$ cat src/rtl/core_pkg.sv
// core_pkg: shared M-extension op encodings, unit state encoding and decode constants
package core_pkg;

   localparam logic [6:0] FUNCT7_MULDIV = 7'b0000001;

   typedef enum logic [2:0] {
      MD_MUL    = 3'b000,
      MD_MULH   = 3'b001,
      MD_MULHSU = 3'b010,
      MD_MULHU  = 3'b011,
      MD_DIV    = 3'b100,
      MD_DIVU   = 3'b101,
      MD_REM    = 3'b110,
      MD_REMU   = 3'b111
   } md_op_e;

   typedef enum logic [2:0] {
      MD_IDLE,
      MD_PREP,
      MD_CALC,
      MD_FIX,
      MD_DONE
   } md_state_e;

endpackage

$ cat src/rtl/muldiv_seq_unit_if.sv
// muldiv_seq_unit_if: EX-side request/response bundle of the multiply/divide unit
interface muldiv_seq_unit_if #(parameter int XLEN = 32);
   import core_pkg::*;
   logic            start_i;
   md_op_e          md_op_i;
   logic [XLEN-1:0] rs1_data_i;
   logic [XLEN-1:0] rs2_data_i;
   logic            flush_i;
   logic            result_ready_i;
   logic            busy_o;
   logic            stall_o;
   logic            result_valid_o;
   logic [XLEN-1:0] result_o;
   modport master (
      output start_i, md_op_i, rs1_data_i, rs2_data_i, flush_i, result_ready_i,
      input  busy_o, stall_o, result_valid_o, result_o
   );
   modport slave (
      input  start_i, md_op_i, rs1_data_i, rs2_data_i, flush_i, result_ready_i,
      output busy_o, stall_o, result_valid_o, result_o
   );
endinterface

$ cat src/rtl/md_iter_datapath.sv
// md_iter_datapath: unsigned shift-add multiply / restoring divide, one step per enabled cycle
module md_iter_datapath #(parameter int XLEN = 32) (
   input  logic              clk_i,
   input  logic              rst_i,
   input  logic              load,
   input  logic              step,
   input  logic              div_mode,
   input  logic [XLEN-1:0]   op_a,
   input  logic [XLEN-1:0]   op_b,
   output logic [2*XLEN-1:0] prod,
   output logic [XLEN-1:0]   rem_out
);
   logic [XLEN-1:0] opnd;
   logic [XLEN:0]   rem;
   logic [XLEN:0]   mul_sum;
   logic [XLEN:0]   shifted;
   logic [XLEN:0]   trial;
   assign rem_out = rem[XLEN-1:0];
   // one multiply accumulate or one trial subtraction per cycle
   always_comb begin
      mul_sum = {1'b0, prod[2*XLEN-1:XLEN]} + (prod[0] ? {1'b0, opnd} : '0);
      shifted = {rem[XLEN-1:0], prod[XLEN-1]};
      trial   = shifted - {1'b0, opnd};
   end
   // mul: low half holds multiplier; div: low half shifts dividend out, quotient in
   always_ff @(posedge clk_i or posedge rst_i) begin
      if (rst_i) begin
         opnd <= '0;
         prod <= '0;
         rem  <= '0;
      end else if (load) begin
         opnd <= div_mode ? op_b : op_a;
         prod <= {{XLEN{1'b0}}, div_mode ? op_a : op_b};
         rem  <= '0;
      end else if (step && div_mode) begin
         rem            <= trial[XLEN] ? shifted : trial;
         prod[XLEN-1:0] <= {prod[XLEN-2:0], !trial[XLEN]};
      end else if (step) begin
         prod <= {mul_sum, prod[XLEN-1:1]};
      end
   end
endmodule

$ cat src/rtl/muldiv_seq_unit.sv
// muldiv_seq_unit: iterative RV32M multiply/divide with sequencing FSM and pipeline stall
// MULDIV_FAST_MUL_EN: when defined, multiplies finish from PREP with a combinational multiplier
module muldiv_seq_unit import core_pkg::*; #(parameter int XLEN = 32) (
   input  logic             clk_i,
   input  logic             rst_i,
   muldiv_seq_unit_if.slave bus
);
   localparam int CNT_W = $clog2(XLEN);
   md_state_e         state;
   md_op_e            op_q;
   logic [XLEN-1:0]   a_q, b_q;
   logic [CNT_W-1:0]  cnt;
   logic              res_neg, busy_q, valid_q;
   logic [XLEN-1:0]   result_q;
   logic              is_div, sa, sb, neg_a, neg_b, div_zero, div_ovf;
   logic [XLEN-1:0]   a_abs, b_abs, prep_val, fix_val, q_fix, r_fix, rem;
   logic [2*XLEN-1:0] prod, prod_fix;
   logic              fast_hit;
   logic [XLEN-1:0]   fast_val;
   md_iter_datapath #(.XLEN(XLEN)) u_dp (
      .clk_i    (clk_i),
      .rst_i    (rst_i),
      .load     (state == MD_PREP),
      .step     (state == MD_CALC),
      .div_mode (is_div),
      .op_a     (a_abs),
      .op_b     (b_abs),
      .prod     (prod),
      .rem_out  (rem)
   );
   // operand magnitudes, special-case detection and final sign/half selection
   always_comb begin
      is_div   = op_q[2];
      sa       = op_q inside {MD_MULH, MD_MULHSU, MD_DIV, MD_REM};
      sb       = op_q inside {MD_MULH, MD_DIV, MD_REM};
      neg_a    = sa && a_q[XLEN-1];
      neg_b    = sb && b_q[XLEN-1];
      a_abs    = neg_a ? -a_q : a_q;
      b_abs    = neg_b ? -b_q : b_q;
      div_zero = is_div && (b_q == '0);
      div_ovf  = (op_q == MD_DIV || op_q == MD_REM) && (a_q == {1'b1, {(XLEN-1){1'b0}}}) && (&b_q);
      prep_val = op_q[1] ? (div_zero ? a_q : '0) : (div_zero ? '1 : a_q);
      prod_fix = res_neg ? -prod : prod;
      q_fix    = res_neg ? -prod[XLEN-1:0] : prod[XLEN-1:0];
      r_fix    = res_neg ? -rem : rem;
      fix_val  = is_div ? (op_q[1] ? r_fix : q_fix)
                        : (op_q == MD_MUL ? prod_fix[XLEN-1:0] : prod_fix[2*XLEN-1:XLEN]);
   end
`ifdef MULDIV_FAST_MUL_EN
   logic [2*XLEN+1:0] fa, fb, fp;
   // sign-extend to XLEN+1 significant bits so one multiplier covers all four variants
   always_comb begin
      fa       = {{(XLEN+2){sa && a_q[XLEN-1]}}, a_q};
      fb       = {{(XLEN+2){sb && b_q[XLEN-1]}}, b_q};
      fp       = fa * fb;
      fast_val = op_q == MD_MUL ? fp[XLEN-1:0] : fp[2*XLEN-1:XLEN];
      fast_hit = !is_div;
   end
`else
   assign fast_hit = 1'b0;
   assign fast_val = '0;
`endif
   assign bus.busy_o         = busy_q;
   assign bus.result_valid_o = valid_q;
   assign bus.result_o       = result_q;
   assign bus.stall_o        = (state == MD_IDLE && bus.start_i && !bus.flush_i) ||
                               (state inside {MD_PREP, MD_CALC, MD_FIX});
   // sequencing FSM; flush overrides every state and drops any held result
   always_ff @(posedge clk_i or posedge rst_i) begin
      if (rst_i) begin
         state    <= MD_IDLE;
         op_q     <= MD_MUL;
         a_q      <= '0;
         b_q      <= '0;
         cnt      <= '0;
         res_neg  <= 1'b0;
         busy_q   <= 1'b0;
         valid_q  <= 1'b0;
         result_q <= '0;
      end else if (bus.flush_i) begin
         state    <= MD_IDLE;
         busy_q   <= 1'b0;
         valid_q  <= 1'b0;
         result_q <= '0;
      end else begin
         case (state)
            MD_IDLE: if (bus.start_i) begin
               op_q   <= bus.md_op_i;
               a_q    <= bus.rs1_data_i;
               b_q    <= bus.rs2_data_i;
               busy_q <= 1'b1;
               state  <= MD_PREP;
            end
            MD_PREP: begin
               res_neg <= (is_div && op_q[1]) ? neg_a : neg_a ^ neg_b;
               if (div_zero || div_ovf) begin
                  result_q <= prep_val;
                  valid_q  <= 1'b1;
                  state    <= MD_DONE;
               end else if (fast_hit) begin
                  result_q <= fast_val;
                  valid_q  <= 1'b1;
                  state    <= MD_DONE;
               end else begin
                  cnt   <= CNT_W'(XLEN-1);
                  state <= MD_CALC;
               end
            end
            MD_CALC: begin
               cnt <= cnt - 1'b1;
               if (cnt == '0) state <= MD_FIX;
            end
            MD_FIX: begin
               result_q <= fix_val;
               valid_q  <= 1'b1;
               state    <= MD_DONE;
            end
            MD_DONE: if (bus.result_ready_i) begin
               busy_q  <= 1'b0;
               valid_q <= 1'b0;
               state   <= MD_IDLE;
            end
            default: state <= MD_IDLE;
         endcase
      end
   end
endmodule

$ cat src/flat_wrapper.sv
// flat-port wrapper written by rule: the top's interface ports become plain ports
module muldiv_seq_unit_flat import core_pkg::*;
#(parameter int XLEN = 32)
  (clk_i, rst_i, bus_start_i, bus_md_op_i, bus_rs1_data_i, bus_rs2_data_i, bus_flush_i, bus_result_ready_i, bus_busy_o, bus_stall_o, bus_result_valid_o, bus_result_o);
  muldiv_seq_unit_if #(.XLEN(XLEN)) bus_i ();
  input  logic clk_i;
  input  logic rst_i;
  input wire logic [$bits(bus_i.start_i)-1:0] bus_start_i;
  input wire logic [$bits(bus_i.md_op_i)-1:0] bus_md_op_i;
  input wire logic [$bits(bus_i.rs1_data_i)-1:0] bus_rs1_data_i;
  input wire logic [$bits(bus_i.rs2_data_i)-1:0] bus_rs2_data_i;
  input wire logic [$bits(bus_i.flush_i)-1:0] bus_flush_i;
  input wire logic [$bits(bus_i.result_ready_i)-1:0] bus_result_ready_i;
  output wire logic [$bits(bus_i.busy_o)-1:0] bus_busy_o;
  output wire logic [$bits(bus_i.stall_o)-1:0] bus_stall_o;
  output wire logic [$bits(bus_i.result_valid_o)-1:0] bus_result_valid_o;
  output wire logic [$bits(bus_i.result_o)-1:0] bus_result_o;
  assign bus_i.start_i = bus_start_i;
  assign bus_i.md_op_i = bus_md_op_i;
  assign bus_i.rs1_data_i = bus_rs1_data_i;
  assign bus_i.rs2_data_i = bus_rs2_data_i;
  assign bus_i.flush_i = bus_flush_i;
  assign bus_i.result_ready_i = bus_result_ready_i;
  assign bus_busy_o = bus_i.busy_o;
  assign bus_stall_o = bus_i.stall_o;
  assign bus_result_valid_o = bus_i.result_valid_o;
  assign bus_result_o = bus_i.result_o;
  muldiv_seq_unit #(.XLEN(XLEN)) u_core (.clk_i(clk_i), .rst_i(rst_i), .bus(bus_i));
endmodule
$ cat config.mk
export PLATFORM = sky130hd
export DESIGN_NAME = muldiv_seq_unit_flat
export DESIGN_NICKNAME = d
export VERILOG_FILES = /design/src/rtl/core_pkg.sv /design/src/rtl/muldiv_seq_unit_if.sv /design/src/rtl/md_iter_datapath.sv /design/src/rtl/muldiv_seq_unit.sv /design/src/flat_wrapper.sv
export SDC_FILE = /design/constraint.sdc
export NUM_CORES = 1
export LEC_CHECK = 0
export ABC_AREA = 1
export CAP_MARGIN = 30
export CORE_UTILIZATION = 39
export DETAILED_ROUTE_END_ITERATION = 6
export GPL_TIMING_DRIVEN = 1
export SKIP_CTS_REPAIR_TIMING = 1
export SYNTH_ARGS = -nofsm -noshare
export SYNTH_HDL_FRONTEND = slang
export SYNTH_SLANG_ARGS = --single-unit
$ cat constraint.sdc
create_clock -name clk_i -period 9 [get_ports clk_i]
set_input_delay 1.8 -clock clk_i [delete_from_list [all_inputs] [get_ports clk_i]]
set_output_delay 1.8 -clock clk_i [all_outputs]
set_load 0.05 [all_outputs]
# ---- Word level (Yosys, flattened, before mapping)
# Cells that the tools add are included.
dict set report totals {
  regBits 238
  mem_bits_rw 0
  latch_bits 0
  romBits 0
  input_bits 72
  out_inout_bits 35
  memories 0
}
dict set report op_classes {
  n_lt_le_gt_ge 0
  mux 40
  add_sub_neg 8
  mul 0
  div_mod_pow 0
  eq_ne 15
  reduce_logical 36
  shift 0
  bitwise 2
}
# cell count
set ops {}
lappend ops {{32-bit 2-to-1 mux} 20}
lappend ops {{64-bit 2-to-1 mux} 3}
lappend ops {{32-bit negator} 4}
lappend ops {{64-bit negator} 1}
lappend ops {{32-bit case mux with 2 select lines} 1}
lappend ops {{32-bit by 33-bit adder with 33-bit output} 1}
lappend ops {{33-bit by 32-bit subtractor with 33-bit output} 1}
lappend ops {{32-bit == test, second input constant} 1}
lappend ops {{32-bit logical NOT} 1}
lappend ops {{32-bit AND reduction} 1}
lappend ops {{3-bit 2-to-1 mux} 5}
lappend ops {{3-bit case mux with 5 select lines} 1}
lappend ops {{3-bit AND reduction} 5}
lappend ops {{3-bit nonzero test} 5}
lappend ops {{5-bit case mux with 2 select lines} 1}
lappend ops {{3-bit by 2-bit == test with 1-bit output, second input constant} 3}
lappend ops {{3-bit == test, second input constant} 3}
lappend ops {{1-bit logical AND} 9}
lappend ops {{4-bit nonzero test} 2}
lappend ops {{3-bit by 1-bit == test with 1-bit output, second input constant} 2}
lappend ops {{3-bit logical NOT} 2}
lappend ops {{1-bit 2-to-1 mux} 6}
lappend ops {{3-bit by 2-bit != test with 1-bit output, second input constant} 2}
lappend ops {{3-bit != test, second input constant} 2}
lappend ops {{other kinds (12)} 19}

# ---- Logic depth before layout (Yosys ltp)
dict set report logic_depth {
  depth_word 8
  depth_mapped 19
  mapped_depth_nobuf 18
}

# ---- Hierarchy
# From an unflattened synthesis, not the netlist that was laid out.
dict set report unflattened {
  hier_cells 3687
  hier_area_um2 22168.8
}
# mod seq_area_each_um2 instances area_per_inst_um2 cells_per_inst
set by_module_without_submodules {}
lappend by_module_without_submodules {muldiv_seq_unit 2752.6 1 11212.0 1909}
lappend by_module_without_submodules {md_iter_datapath 3203.1 1 10956.8 1778}

# ---- Worst setup path before layout
# No wires, ideal clock.
dict set report synth_timing {
  path_kind {input to output}
  from {in bus_flush_i}
  to {out bus_stall_o}
  slack_ps 4181
  required_ps 7200
  cell_stages 8
  path_buffers 2
  arrival_ps 3019
  cell_sequence {nor2_1 -> nand2_1 -> o21ai_1 -> a21oi_1 -> nand2_1 -> buf_2 -> buf_4 -> nand3_1}
}
dict set report synth_between {
  elab_chain_cells 3
}
# element line
set synth_lines {}
lappend synth_lines {{start, declared} flat_wrapper.sv:12} ;# input wire logic [$bits(bus_i.flush_i)-1:0] bus_flush_i;
lappend synth_lines {{1-bit logical NOT} muldiv_seq_unit.sv:66} ;# assign bus.stall_o = (state == MD_IDLE && bus.start_i && !bus.flush_i) ||
lappend synth_lines {{1-bit logical AND} muldiv_seq_unit.sv:66}
lappend synth_lines {{1-bit logical OR} muldiv_seq_unit.sv:66}
lappend synth_lines {{end, declared} flat_wrapper.sv:15} ;# output wire logic [$bits(bus_i.stall_o)-1:0] bus_stall_o;
# Every way passes these cells.

# ---- Worst setup path in the final report
# Same ends and word-level chain as after synthesis.

==> flow_summary.json <==
{
  "grt-ovfl-total": 0,
  "endpoint_kind": "output port",
  "final_common_cell": "nand2_1",
  "grt_max_degree": 110,
  "port_buffers": 106,
  "routed_via_density": 5.57,
  "synthDistinctLibCells": 55,
  "rrSetupSlack_ps": 5260,
  "synthAdderAreaFrac": 0.0434,
  "synth.area.top_cells": "dfrtp_1, nand2_1, nand3_1",
  "critPathArrivalTime_ps": 4260,
  "ys_ff_latch": 238,
  "numCtsBuffers": 30,
  "rsz0062_at_grt": "no",
  "slew_headroom": 0.340,
  "fmax_ghz": 0.165,
  "core-area_sq_um": 54000,
  "netlist_area_sq_um": 21400,
  "initial_core_util": 0.396,
  "track_usage": 0.315,
  "synth_compound_area_frac": 0.160,
  "grt.busiest_layer": "met2",
  "synth-main-ff-cell": "dfrtp_1",
  "synth_top_area_share": 0.278,
  "r2r_cells": 11,
  "synth-simple-area-share": 0.376,
  "worstSetupPathType": "input port to output port",
  "num_io_pins": 107,
  "area_growth_pct": 11.6,
  "clock_sinks": 238,
  "setup_viol": 0,
  "grt_use_met1": 0.444,
  "grt_pass1_wl_um": 133000,
  "synth.area.mux_share": 0.00263,
  "dieArea_sq_um": 55800,
  "ir_worst_vdd_mv": 0.190,
  "antenna_found_initial": 2,
  "timing.hold.ws_ps": 461,
  "yosysTopAreaCell": "dfrtp_1",
  "clockRootBuffer": "clkbuf_16",
  "yosysSeqAreaShare": 0.278,
  "syn_nets": 3593,
  "hold_viol_final": 0,
  "fin_setup_tns_ps": 0,
  "fin_nets": 3612,
  "die-height_um": 236,
  "p_leak_nw": 11.9,
  "avgSynthCellArea_sq_um": 6.20,
  "drt_wl_total_um": 88500,
  "finalPower_w": 0.00796,
  "synth_cells": 3448,
  "rows": 85,
  "groute.layer.met2.usage": 0.486,
  "r2r_start": "u_core.op_q[2]",
  "firstDrtPassIters": 6,
  "r2r-end": "u_core.u_dp.prod[15]",
  "clk-insertion-delay-late_ps": 620,
  "antennaDiodeCount": 0,
  "required_ps": 7200,
  "setup.worst_path.start_class": "input port",
  "max_cap_violations": 0,
  "crit_fanout": 47,
  "clkTransAtPathRegs_ps": 60,
  "synth_xor_area_frac": 0.0397,
  "ctsLongestPathBuffers": 3,
  "drc_errors": 0,
  "post-route-period-util": 0.673,
  "ys_async_sr_fraction": 1.00,
  "routedWlPerCell_um": 21.1,
  "cts.htree.levels": 1,
  "gp_congestion": 1.03,
  "dieWidth_um": 236,
  "synth_enable_flop_cells": 0,
  "drive_gt1_frac": 0.0398,
  "ys_warn_count": 0,
  "finClkSkew_ps": 27.1,
  "fin_crit_ps": 6060,
  "layout_common_cells": "nand2_1, nor2_1, nand3_1",
  "vias": 23313,
  "slew_violations": 0,
  "crit_path_end": "bus_stall_o",
  "fillers": 5854,
  "ant_nets": 0,
  "final_core_util": 0.442,
  "drtIter0Drc": 2598,
  "grt_pass1_vias": 21277,
  "use_met3": 0.0484,
  "worstSetupStartpoint": "bus_flush_i",
  "tightest_slew_ps": 990,
  "synth_top_family_by_area": "simple AND/OR/NAND/NOR gates",
  "cts_tree": "yes",
  "dpl.hpwl_um": 69900,
  "p_per_area_nw_per_um2": 333,
  "status": "finished, final reports clean",
  "min_path_type": "flop to flop"
}
-- layer usage --
| metal | vias to the layer above | wire length [um] |
|---|---|---|
| li1 | 11324 | - |
| met1 | 10957 | 39300 |
| met2 | 900 | 38800 |
| met3 | 130 | 6770 |
| met4 | 2 | 3560 |
| met5 | - | 13 |
-- cell type report --
type / count / area [sq um] / area share
Tap cell: 696 / 871 / 0.0365
Timing Repair Buffer: 125 / 1220 / 0.0513
Inverter: 387 / 1460 / 0.0613
Multi-Input combinational cell: 2685 / 13300 / 0.557
Clock buffer: 39 / 805 / 0.0337
Sequential cell: 238 / 5960 / 0.250
Clock inverter: 15 / 241 / 0.0101
-- worst max-delay path, stage by stage --
cell and delay [ps]:
clkdlybuf4s50_1 620, nor2_1 90, nand2_1 110, o21ai_1 100
a21oi_1 250, nand2_4 310, nand3_1 160, clkdlybuf4s50_1 810
-- Yosys cell counts (22+ instances only) --
cell type,instances
nor3_1,26
o21ai_1,22
o22ai_1,24
a221oi_1,26
o21ai_0,178
o211ai_1,38
xor2_1,77
nand4_1,42
a21oi_1,250
clkbuf_1,52
nor2_1,444
nand3_1,376
nand2_1,947
inv_1,373
buf_2,44
ha_1,71
dfrtp_1,238
-- cell families (layout without fill, tap and decap cells) --
family / after synthesis / after routing
AOI/OAI and AO/OA: 605 / 605
xor gates and xnor gates: 97 / 97
adders and majority gates: 73 / 73
buffers and inverters: 525 / 566
DFF: 238 / 238
muxes: 5 / 5
and+or+nand+nor: 1905 / 1905
-- worst min path at each step --
| stage | end | from | cells after the start |
|---|---|---|---|
| finish | u_core.state[0] | u_core.state[0] | 1 |
| global route | u_core.state[0] | u_core.state[0] | 1 |
| CTS | u_core.state[0] | u_core.state[0] | 1 |
| detailed placement | u_core.state[0] | u_core.state[0] | 1 |
| global placement | u_core.state[0] | u_core.state[0] | 1 |
| floorplan | u_core.state[0] | u_core.state[0] | 1 |
-- metrics by stage --
step	instance area, sq um	cells	worst slack (ps)
global placement	22800	4130	2950
finish	23900	4185	2940
CTS	23800	4184	2940
detailed placement	22800	4130	2940
global route	23900	4185	2780
floorplan	21400	3448	669
-- flip-flops by register name, indices dropped and copies added (netlist names) --
| register | flops |
|---|---|
| u_core.u_dp.rem | 32 |
| u_core.state | 3 |
| u_core.bus.result_o | 32 |
| u_core.cnt | 5 |
| u_core.bus.busy_o | 1 |
| u_core.res_neg | 1 |
| u_core.u_dp.opnd | 32 |
| u_core.bus.result_valid_o | 1 |
| u_core.op_q | 3 |
| u_core.b_q | 32 |
| u_core.u_dp.prod | 64 |
| u_core.a_q | 32 |
-- report_power, final --
| group | internal [W] | switching, W | total (W) |
|---|---|---|---|
| sequential | 0.00141 | 0.000571 | 0.00198 |
| combinational | 0.00134 | 0.00333 | 0.00467 |
| clock | 0.000775 | 0.000535 | 0.00131 |
Note: power is estimated with default switching activity, not from simulation.
